[config.mk]
export PLATFORM = sky130hd
export DESIGN_NAME = h14tx_packet_scheduler_flat
export DESIGN_NICKNAME = d
export VERILOG_FILES = /design/src/rtl/h14tx_pkg.sv /design/src/rtl/h14tx_packet_scheduler_if.sv /design/src/rtl/h14tx_sched_arbiter.sv /design/src/rtl/h14tx_packet_scheduler.sv /design/src/flat_wrapper.sv
export SDC_FILE = /design/constraint.sdc
export NUM_CORES = 1
export LEC_CHECK = 0
export ABC_AREA = 1
export BUFFER_PORTS_ARGS = -buffer_cell sky130_fd_sc_hd__buf_4
export CAP_MARGIN = 20
export CORE_UTILIZATION = 30
export DETAILED_ROUTE_END_ITERATION = 12
export PLACE_DENSITY = 0.54
export SYNTH_ARGS = -nofsm -noshare
export SYNTH_HDL_FRONTEND = slang
export SYNTH_SLANG_ARGS = --single-unit
[constraint.sdc]
create_clock -name clk -period 3.3 [get_ports clk]
set_clock_uncertainty 0.05 [all_clocks]
set_input_delay 0.33 -clock clk [delete_from_list [all_inputs] [get_ports clk]]
set_output_delay 0.33 -clock clk [all_outputs]
set_load 0.01 [all_outputs]
[src/rtl/h14tx_pkg.sv]
// h14tx shared types: period codes from the timing generator and
// packet-scheduler slot constants.
package h14tx_pkg;

    typedef enum logic [2:0] {
        Control,
        VideoPreamble,
        VideoGuard,
        VideoActive,
        DataPreamble,
        DataGuard,
        DataIslandActive
    } period_t;

    localparam int SlotClocks      = 32;
    localparam int PacketHardLimit = 18;

    typedef logic [4:0] slot_idx_t;

    typedef enum logic [0:0] {
        Idle,
        Slot
    } sched_state_e;

endpackage

[src/rtl/h14tx_packet_scheduler_if.sv]
// Scheduler bus: timing/request inputs and slot/grant outputs.
// master = scheduler side, slave = timing generator / serializer side.
interface h14tx_packet_scheduler_if #(
    parameter int NumSources = 4
);
    import h14tx_pkg::*;

    period_t                timings;
    logic [NumSources-1:0]  req;
    logic [NumSources-1:0]  grant;
    logic                   null_grant;
    logic                   slot_start;
    slot_idx_t              slot_idx;
    logic [4:0]             pkt_idx;
    logic [NumSources-1:0]  ack;
    logic                   slot_abort;
    logic                   overrun;

    modport master (
        input  timings, req,
        output grant, null_grant, slot_start, slot_idx,
        output pkt_idx, ack, slot_abort, overrun
    );

    modport slave (
        output timings, req,
        input  grant, null_grant, slot_start, slot_idx,
        input  pkt_idx, ack, slot_abort, overrun
    );

endinterface

[src/rtl/h14tx_sched_arbiter.sv]
// Combinational one-hot winner: first requester found searching
// upward (with wrap) from the pointer.
module h14tx_sched_arbiter #(
    parameter int NumSources = 4,
    parameter int PtrW       = 2
) (
    input  logic [NumSources-1:0] req,
    input  logic [PtrW-1:0]       ptr,
    output logic [NumSources-1:0] winner
);

    int   k;
    logic found;

    // Rotated priority search starting at ptr
    always_comb begin
        winner = '0;
        found  = 1'b0;
        k      = 0;
        for (int i = 0; i < NumSources; i++) begin
            k = (int'(ptr) + i) % NumSources;
            if (!found && req[k]) begin
                winner[k] = 1'b1;
                found     = 1'b1;
            end
        end
    end

endmodule

[src/rtl/h14tx_packet_scheduler.sv]
// Data-island packet slot scheduler; outputs lag timings by one cycle.
// Define H14TX_SCHED_RR_EN for round-robin, else fixed priority (index 0).
module h14tx_packet_scheduler
    import h14tx_pkg::*;
#(
    parameter int NumSources = 4,
    parameter int MaxPackets = 18
) (
    input  logic                     clk,
    input  logic                     rst,
    h14tx_packet_scheduler_if.master bus
);

    localparam int        PtrW     = (NumSources > 1) ? $clog2(NumSources) : 1;
    localparam logic [4:0] LastPkt = 5'(MaxPackets - 1);
    localparam slot_idx_t LastClk  = slot_idx_t'(SlotClocks - 1);
    localparam slot_idx_t PreLast  = slot_idx_t'(SlotClocks - 2);

    sched_state_e          state;
    logic [NumSources-1:0] winner;
    logic [PtrW-1:0]       ptr;
    logic                  inDi;
    logic                  fromIdle;
    logic                  startEdge;
    logic                  full;
    logic                  ackEdge;

    assign inDi      = (bus.timings == DataIslandActive);
    assign fromIdle  = (state == Idle);
    assign startEdge = inDi && (fromIdle || bus.slot_idx == LastClk);
    assign full      = !fromIdle && (bus.pkt_idx == LastPkt);
    assign ackEdge   = (state == Slot) && inDi && (bus.slot_idx == PreLast);

    h14tx_sched_arbiter #(
        .NumSources (NumSources),
        .PtrW       (PtrW)
    ) uArb (
        .req    (bus.req),
        .ptr    (ptr),
        .winner (winner)
    );

`ifdef H14TX_SCHED_RR_EN
    logic [PtrW-1:0] nextPtr;

    // Pointer target: one past the currently granted source
    always_comb begin
        nextPtr = '0;
        for (int i = 0; i < NumSources; i++) begin
            if (bus.grant[i]) nextPtr = PtrW'((i + 1) % NumSources);
        end
    end

    // Advance only when a granted slot completes; aborts keep the pointer
    always_ff @(posedge clk or posedge rst) begin
        if (rst) begin
            ptr <= '0;
        end else if (ackEdge && |bus.grant) begin
            ptr <= nextPtr;
        end
    end
`else
    assign ptr = '0;
`endif

    // Slot sequencing, arbitration, ack, abort and overrun tracking
    always_ff @(posedge clk or posedge rst) begin
        if (rst) begin
            state          <= Idle;
            bus.grant      <= '0;
            bus.null_grant <= 1'b0;
            bus.slot_start <= 1'b0;
            bus.slot_idx   <= '0;
            bus.pkt_idx    <= '0;
            bus.ack        <= '0;
            bus.slot_abort <= 1'b0;
            bus.overrun    <= 1'b0;
        end else begin
            bus.slot_start <= 1'b0;
            bus.slot_abort <= 1'b0;
            bus.ack        <= '0;
            if (startEdge) begin
                state          <= Slot;
                bus.slot_start <= 1'b1;
                bus.slot_idx   <= '0;
                if (fromIdle) begin
                    bus.pkt_idx <= '0;
                end else if (!full) begin
                    bus.pkt_idx <= bus.pkt_idx + 5'd1;
                end
                if (full) begin
                    bus.overrun    <= 1'b1;
                    bus.grant      <= '0;
                    bus.null_grant <= 1'b1;
                end else begin
                    bus.grant      <= winner;
                    bus.null_grant <= ~|bus.req;
                end
            end else if (state == Slot && !inDi) begin
                state          <= Idle;
                bus.slot_abort <= (bus.slot_idx != LastClk);
                bus.grant      <= '0;
                bus.null_grant <= 1'b0;
                bus.slot_idx   <= '0;
                bus.pkt_idx    <= '0;
            end else if (state == Slot) begin
                bus.slot_idx <= bus.slot_idx + 5'd1;
                if (ackEdge) bus.ack <= bus.grant;
            end
        end
    end

endmodule

[src/flat_wrapper.sv]
// flat-port wrapper written by rule: the top's interface ports become plain ports
module h14tx_packet_scheduler_flat import h14tx_pkg::*;
#(
    parameter int NumSources = 4,
    parameter int MaxPackets = 18
)
  (clk, rst, bus_timings, bus_req, bus_grant, bus_null_grant, bus_slot_start, bus_slot_idx, bus_pkt_idx, bus_ack, bus_slot_abort, bus_overrun);
  h14tx_packet_scheduler_if #(.NumSources(NumSources)) bus_i ();
  input  logic clk;
  input  logic rst;
  input wire logic [$bits(bus_i.timings)-1:0] bus_timings;
  input wire logic [$bits(bus_i.req)-1:0] bus_req;
  output wire logic [$bits(bus_i.grant)-1:0] bus_grant;
  output wire logic [$bits(bus_i.null_grant)-1:0] bus_null_grant;
  output wire logic [$bits(bus_i.slot_start)-1:0] bus_slot_start;
  output wire logic [$bits(bus_i.slot_idx)-1:0] bus_slot_idx;
  output wire logic [$bits(bus_i.pkt_idx)-1:0] bus_pkt_idx;
  output wire logic [$bits(bus_i.ack)-1:0] bus_ack;
  output wire logic [$bits(bus_i.slot_abort)-1:0] bus_slot_abort;
  output wire logic [$bits(bus_i.overrun)-1:0] bus_overrun;
  assign bus_i.timings = bus_timings;
  assign bus_i.req = bus_req;
  assign bus_grant = bus_i.grant;
  assign bus_null_grant = bus_i.null_grant;
  assign bus_slot_start = bus_i.slot_start;
  assign bus_slot_idx = bus_i.slot_idx;
  assign bus_pkt_idx = bus_i.pkt_idx;
  assign bus_ack = bus_i.ack;
  assign bus_slot_abort = bus_i.slot_abort;
  assign bus_overrun = bus_i.overrun;
  h14tx_packet_scheduler #(.NumSources(NumSources), .MaxPackets(MaxPackets)) u_core (.clk(clk), .rst(rst), .bus(bus_i));
endmodule
---- After elaboration in Yosys (flattened, before gate mapping) ----
Index checks and enable logic that the tools add are counted.
word-level totals
  input bits .............................. 9
  bits in registers ....................... 23
  output and inout port bits .............. 22
cells by class
  muxes and demuxes ....................... 28
  reductions and logical operators ........ 19
  equal/unequal tests ..................... 6
  bitwise logic cells ..................... 1
  $add $sub $neg .......................... 2
operator list
  operator             number
  $mux 5               7
  $mux 4               8
  $eq 5x5->1 const B   3
  $mux 1               11
  $add 5x1->5 const B  2
  $logic_and 1x1->1    8
  $logic_not 1->1      5
  $ne 5x5->1 const B   1
  $reduce_and 2->1     2
  $reduce_or 4->1      1
  $eq 3x3->1 const B   1
  $mux 3               1
  $ne 3x3->1 const B   1
  $reduce_bool 3->1    1
  $mux 2               1
  $reduce_bool 2->1    1
  $logic_or 1x1->1     1
  $not 1->1            1

---- Depth between registers and ports, before layout ----
  word-level depth ........................ 12
  gate-level depth with buffers ........... 12
  depth with buffers taken out ............ 12

---- By module ----
From an unflattened synthesis, not the netlist that was laid out.
unflattened totals
  cells, all modules ...................... 208
  area, all modules ....................... 1,522.7 um^2
by module, submodules not included
  module                  cells each  instances  sequential area each (um^2)  area an instance (um^2)
  h14tx_packet_scheduler  135         1          575.6                        1,126.1
  h14tx_sched_arbiter     73          1          0.0                          396.6

---- Worst setup path after synthesis ----
Ideal clock, no wire load.
  path type ............................... register -> register
  start ................................... register u_core.bus.slot_idx[0]
  end ..................................... register u_core.bus.overrun
  library setup time ...................... 127 ps
  path slack .............................. 1,661 ps
  data arrival time ....................... 1,462 ps
  cell stages (with the launch flop) ...... 10
  clock period less this slack ............ 1,639 ps
  cell sequence ........................... dfrtp_1 ha_1 inv_1 nor2_1 ha_1 inv_1 nand2_4 nand2_2 nor2_4 or2_2
between the ends
  word-level cells in the longest chain between the ends .. 4
RTL lines
  element                            RTL line                         source
  start, declared                    h14tx_packet_scheduler_if.sv:21  output grant, null_grant, slot_start, slot_idx,
  start signal, assigned             h14tx_packet_scheduler.sv:107    bus.slot_idx <= bus.slot_idx + 5'd1;
  $eq 5x5->1                         h14tx_packet_scheduler.sv:30     assign startEdge = inDi && (fromIdle || bus.slot_idx == LastClk);
  $logic_or 1x1->1                   h14tx_packet_scheduler.sv:30
  $logic_and 1x1->1                  h14tx_packet_scheduler.sv:30
  $reduce_and 2->1 (no source line)  --
  end signal, assigned               h14tx_packet_scheduler.sv:77     bus.overrun <= 1'b0;
  end signal, assigned               h14tx_packet_scheduler.sv:92     bus.overrun <= 1'b1;
  end, declared                      h14tx_packet_scheduler_if.sv:22  output pkt_idx, ack, slot_abort, overrun
No other way between the ends.
A chain may end at the register's enable or synchronous reset.

---- Worst setup path after layout ----
  start ................................... register u_core.bus.slot_idx[1]
  end ..................................... register u_core.bus.grant[1]
between the ends
  word-level cells in the longest chain between the ends .. 4
  elaborated cells between the ends (all ways) .. 5
RTL lines
  element                                      RTL line                         source
  $eq 5x5->1 (*)                               h14tx_packet_scheduler.sv:30
  $logic_or 1x1->1 (*)                         h14tx_packet_scheduler.sv:30
  $logic_and 1x1->1 (*)                        h14tx_packet_scheduler.sv:30
  via u_core.startEdge                         h14tx_packet_scheduler.sv:24     logic startEdge;
  $mux 4 or $reduce_bool 2->1 (tied branches)  --
  end signal, assigned                         h14tx_packet_scheduler.sv:96     bus.grant <= winner;
  end, declared                                h14tx_packet_scheduler_if.sv:21
The timed path passes the listed nets; every way through them passes the cells marked *.

==> results.py <==
metrics = {
    "run_status": {
        "outcome": "complete, no violations",
    },
    "timing": {
        "hold_violations": 0,
        "rsz0062_at_grt": "no",
        "period_share": 0.543,
        "maxSlewViolCount": 0,
        "finalSetupViolations": 0,
        "fin_tns_setup_ns": 0,
        "worst_slew_pin_slew_ns": 0.866,
        "hold_slack_ns": 0.196,
        "fmax_mhz": 558,
        "finalCriticalPeriod_ns": 1.79,
        "maxSlewHeadroom": 0.422,
        "fin_ws_ns": 1.51,
    },
    "floorplanning": {
        "die-width_um": 65.6,
        "dieArea_mm2": 0.00431,
        "initial_core_util": 0.322,
        "core_mm2": 0.00377,
        "num_rows": 22,
        "dieHeight_um": 65.6,
        "num_io_pins": 31,
    },
    "logic_synthesis": {
        "synth.area.top_cells": "dfrtp_1 47%, nand2_1 9.9%, ha_1 5.1%, nand2_4 4.6%, nor2_1 4.6%",
        "yosysTopAreaCellShare": 0.474,
        "ys_ff_latch": 23,
        "syn-num-nets": 150,
        "yosysMostFrequentCell": "nand2_1",
        "synthDistinctLibCells": 22,
        "synthFlopType": "dfrtp_1",
        "synthCells": 136,
        "yosys_warnings": 0,
        "ys_async_sr_fraction": 1.00,
        "synth_area_mm2": 0.00121,
        "synth_edf_count": 0,
        "avgSynthCellArea_um2": 8.93,
        "seq_area_frac_synth": 0.474,
        "yosysTopAreaCell": "dfrtp_1",
        "synth_top_cells_by_count": "32 x nand2_1, 23 x dfrtp_1, 15 x nor2_1",
    },
    "clock_network": {
        "cts_max_path_buffers": 2,
        "htree_levels": 1,
        "hold_buffers": 0,
        "cts_setup_buffers": 0,
        "cts_root_buf": "clkbuf_8",
        "cts_buffers": 3,
        "cts_tree": "built",
        "cts_resized": 0,
        "path_clk_slew_ns": 0.08,
        "clk_latency_ns": 0.26,
        "clkSinkCount": 23,
    },
    "layout": {
        "drive_above_1_share": 0.298,
        "n_antenna_cell": 0,
        "synthToLayoutAreaGrowth_pct": 25.8,
        "finalNetCount": 183,
        "final_core_util": 0.405,
        "finalInstanceArea_mm2": 0.00153,
        "final_cells": 216,
        "fillers": 392,
    },
    "job": {
        "cap_violations": 0,
    },
    "critical_path": {
        "arrival_ns": 1.92,
        "cp_num_buf_inv": 3,
        "critPathLaunch": "u_core.bus.slot_idx[1]$_DFFE_PP0P_",
        "crit_end": "u_core.bus.grant[1]$_DFFE_PP0P_",
        "setup.worst_path.start_class": "register",
        "crit_path_cell_trace": "ha_1 > inv_1 > nor2_1 > ha_1 > inv_1 > nand2_4 > inv_2 > nor2_8 > nand2_1 > o22ai_1",
        "reg2reg_slack_ns": 1.51,
        "cp.required_ns": 3.43,
        "cp_max_fo": 9,
        "r2r_start": "u_core.bus.slot_idx[1]$_DFFE_PP0P_",
        "regToRegEndpoint": "u_core.bus.grant[1]$_DFFE_PP0P_",
        "max_stage_delay_ns": 0.41,
        "path_depth": 10,
        "critical_path.top_delay_family": "simple AND/OR/NAND/NOR gates",
        "crit_slowest_cell": "dfrtp_1",
        "critPathKind": "reg2reg",
        "r2r_cells": 10,
        "crit_path_end_kind": "register",
    },
    "global_routing": {
        "antenna_found_initial": 0,
        "grt_busiest_layer": "met2",
        "use_met1": 0.169,
        "grt_pass1_wl_um": 4280,
        "grt_max_degree": 24,
        "grt_usage": 0.130,
        "gr-total-overflow": 0,
        "grt_util_met3": 0.0208,
        "use_met2": 0.217,
        "grt_pass1_vias": 955,
    },
    "detailed_routing": {
        "wl_um": 2570,
        "vias_per_cell": 4.66,
        "vias": 1007,
        "ant_nets": 0,
        "wl_per_cell_um": 11.9,
        "first_iter_violations": 52,
        "first_pass_iters": 4,
        "drc": 0,
    },
    "place": {
        "post-dp-hpwl_um": 1980,
        "dp_cells": 212,
        "gp_congestion": 0.846,
        "io_buffers": 30,
        "place_area_mm2": 0.00148,
        "pre_cts_slack_ns": 1.52,
    },
    "pwr": {
        "p_leak_nw": 0.766,
        "power_mw": 0.531,
        "ir_drop_uv": 129,
        "power.density_mw_per_mm2": 348,
    },
    "hold_path": {
        "hp-class": "in2async",
    },
}
## how the worst min path moves through the flow
stage                                                  from                                 to  slack [ns]  depth (start not counted)
final                                                   rst     u_core.bus.overrun$_DFFE_PP0P_        0.20                          2
after global routing                         bus_timings[0]           u_core.state$_DFFE_PP0P_        0.23                          2
after CTS                                    bus_timings[0]           u_core.state$_DFFE_PP0P_        0.23                          2
after detailed placement  u_core.bus.null_grant$_DFFE_PP0P_  u_core.bus.null_grant$_DFFE_PP0P_        0.43                          2
after global placement       u_core.bus.overrun$_DFFE_PP0P_     u_core.bus.overrun$_DFFE_PP0P_        0.43                          1
after floorplan                                         rst        u_core.bus.ack[0]$_DFF_PP0_        0.28                          1
## flip-flops by register name, indices dropped and copies added, names as in the netlist
name                   cells
u_core.bus.ack             4
u_core.bus.grant           4
u_core.bus.null_grant      1
u_core.bus.overrun         1
u_core.bus.pkt_idx         5
u_core.bus.slot_abort      1
u_core.bus.slot_idx        5
u_core.bus.slot_start      1
u_core.state               1
## per-layer routing
| metal | vias to the layer above | share of wire |
|---|---|---|
| li1 | 495 | - |
| met1 | 477 | 0.45 |
| met2 | 30 | 0.48 |
| met3 | 5 | 0.056 |
| met4 | 0 | 0.011 |
| met5 | - | 0 |
## kinds of logic after synthesis
logic type	synth area share
adder cells (fa/ha/maj)	0.0515
flip-flops	0.474
AND/OR/NAND/NOR	0.367
XOR/XNOR	0.00721
buffers and inverters	0.0628
AO/OA/AOI/OAI	0.0381
## power by group
| group | switching [mW] | leakage, nW | total, mW | internal [mW] |
|---|---|---|---|---|
| combinational | 0.0377 | 0.425 | 0.0633 | 0.0256 |
| clock | 0.0890 | 0.0228 | 0.175 | 0.0862 |
| sequential | 0.00471 | 0.318 | 0.293 | 0.288 |
## area by class of cell
cell class                      instances  area [um2]  area share
Sequential cell                        23         576       0.376
Clock buffer                            4        45.0      0.0295
Inverter                               16        60.1      0.0393
Tap cell                               48        60.1      0.0393
Timing Repair Buffer                   30         225       0.147
Multi-Input combinational cell         95         563       0.368
## placed cells by master, fill, tap and decap left out, types with 4 or more instances in the layout
| cell | n |
|---|---|
| dfrtp_1 | 23 |
| ha_1 | 5 |
| nand2_1 | 32 |
| nand2_2 | 4 |
| nor2_1 | 15 |
| o22ai_1 | 5 |
| inv_1 | 14 |
| nand3_1 | 11 |
| nand2_4 | 5 |
| buf_4 | 30 |
| nor3_1 | 4 |
(Power assumes the default switching activity.)
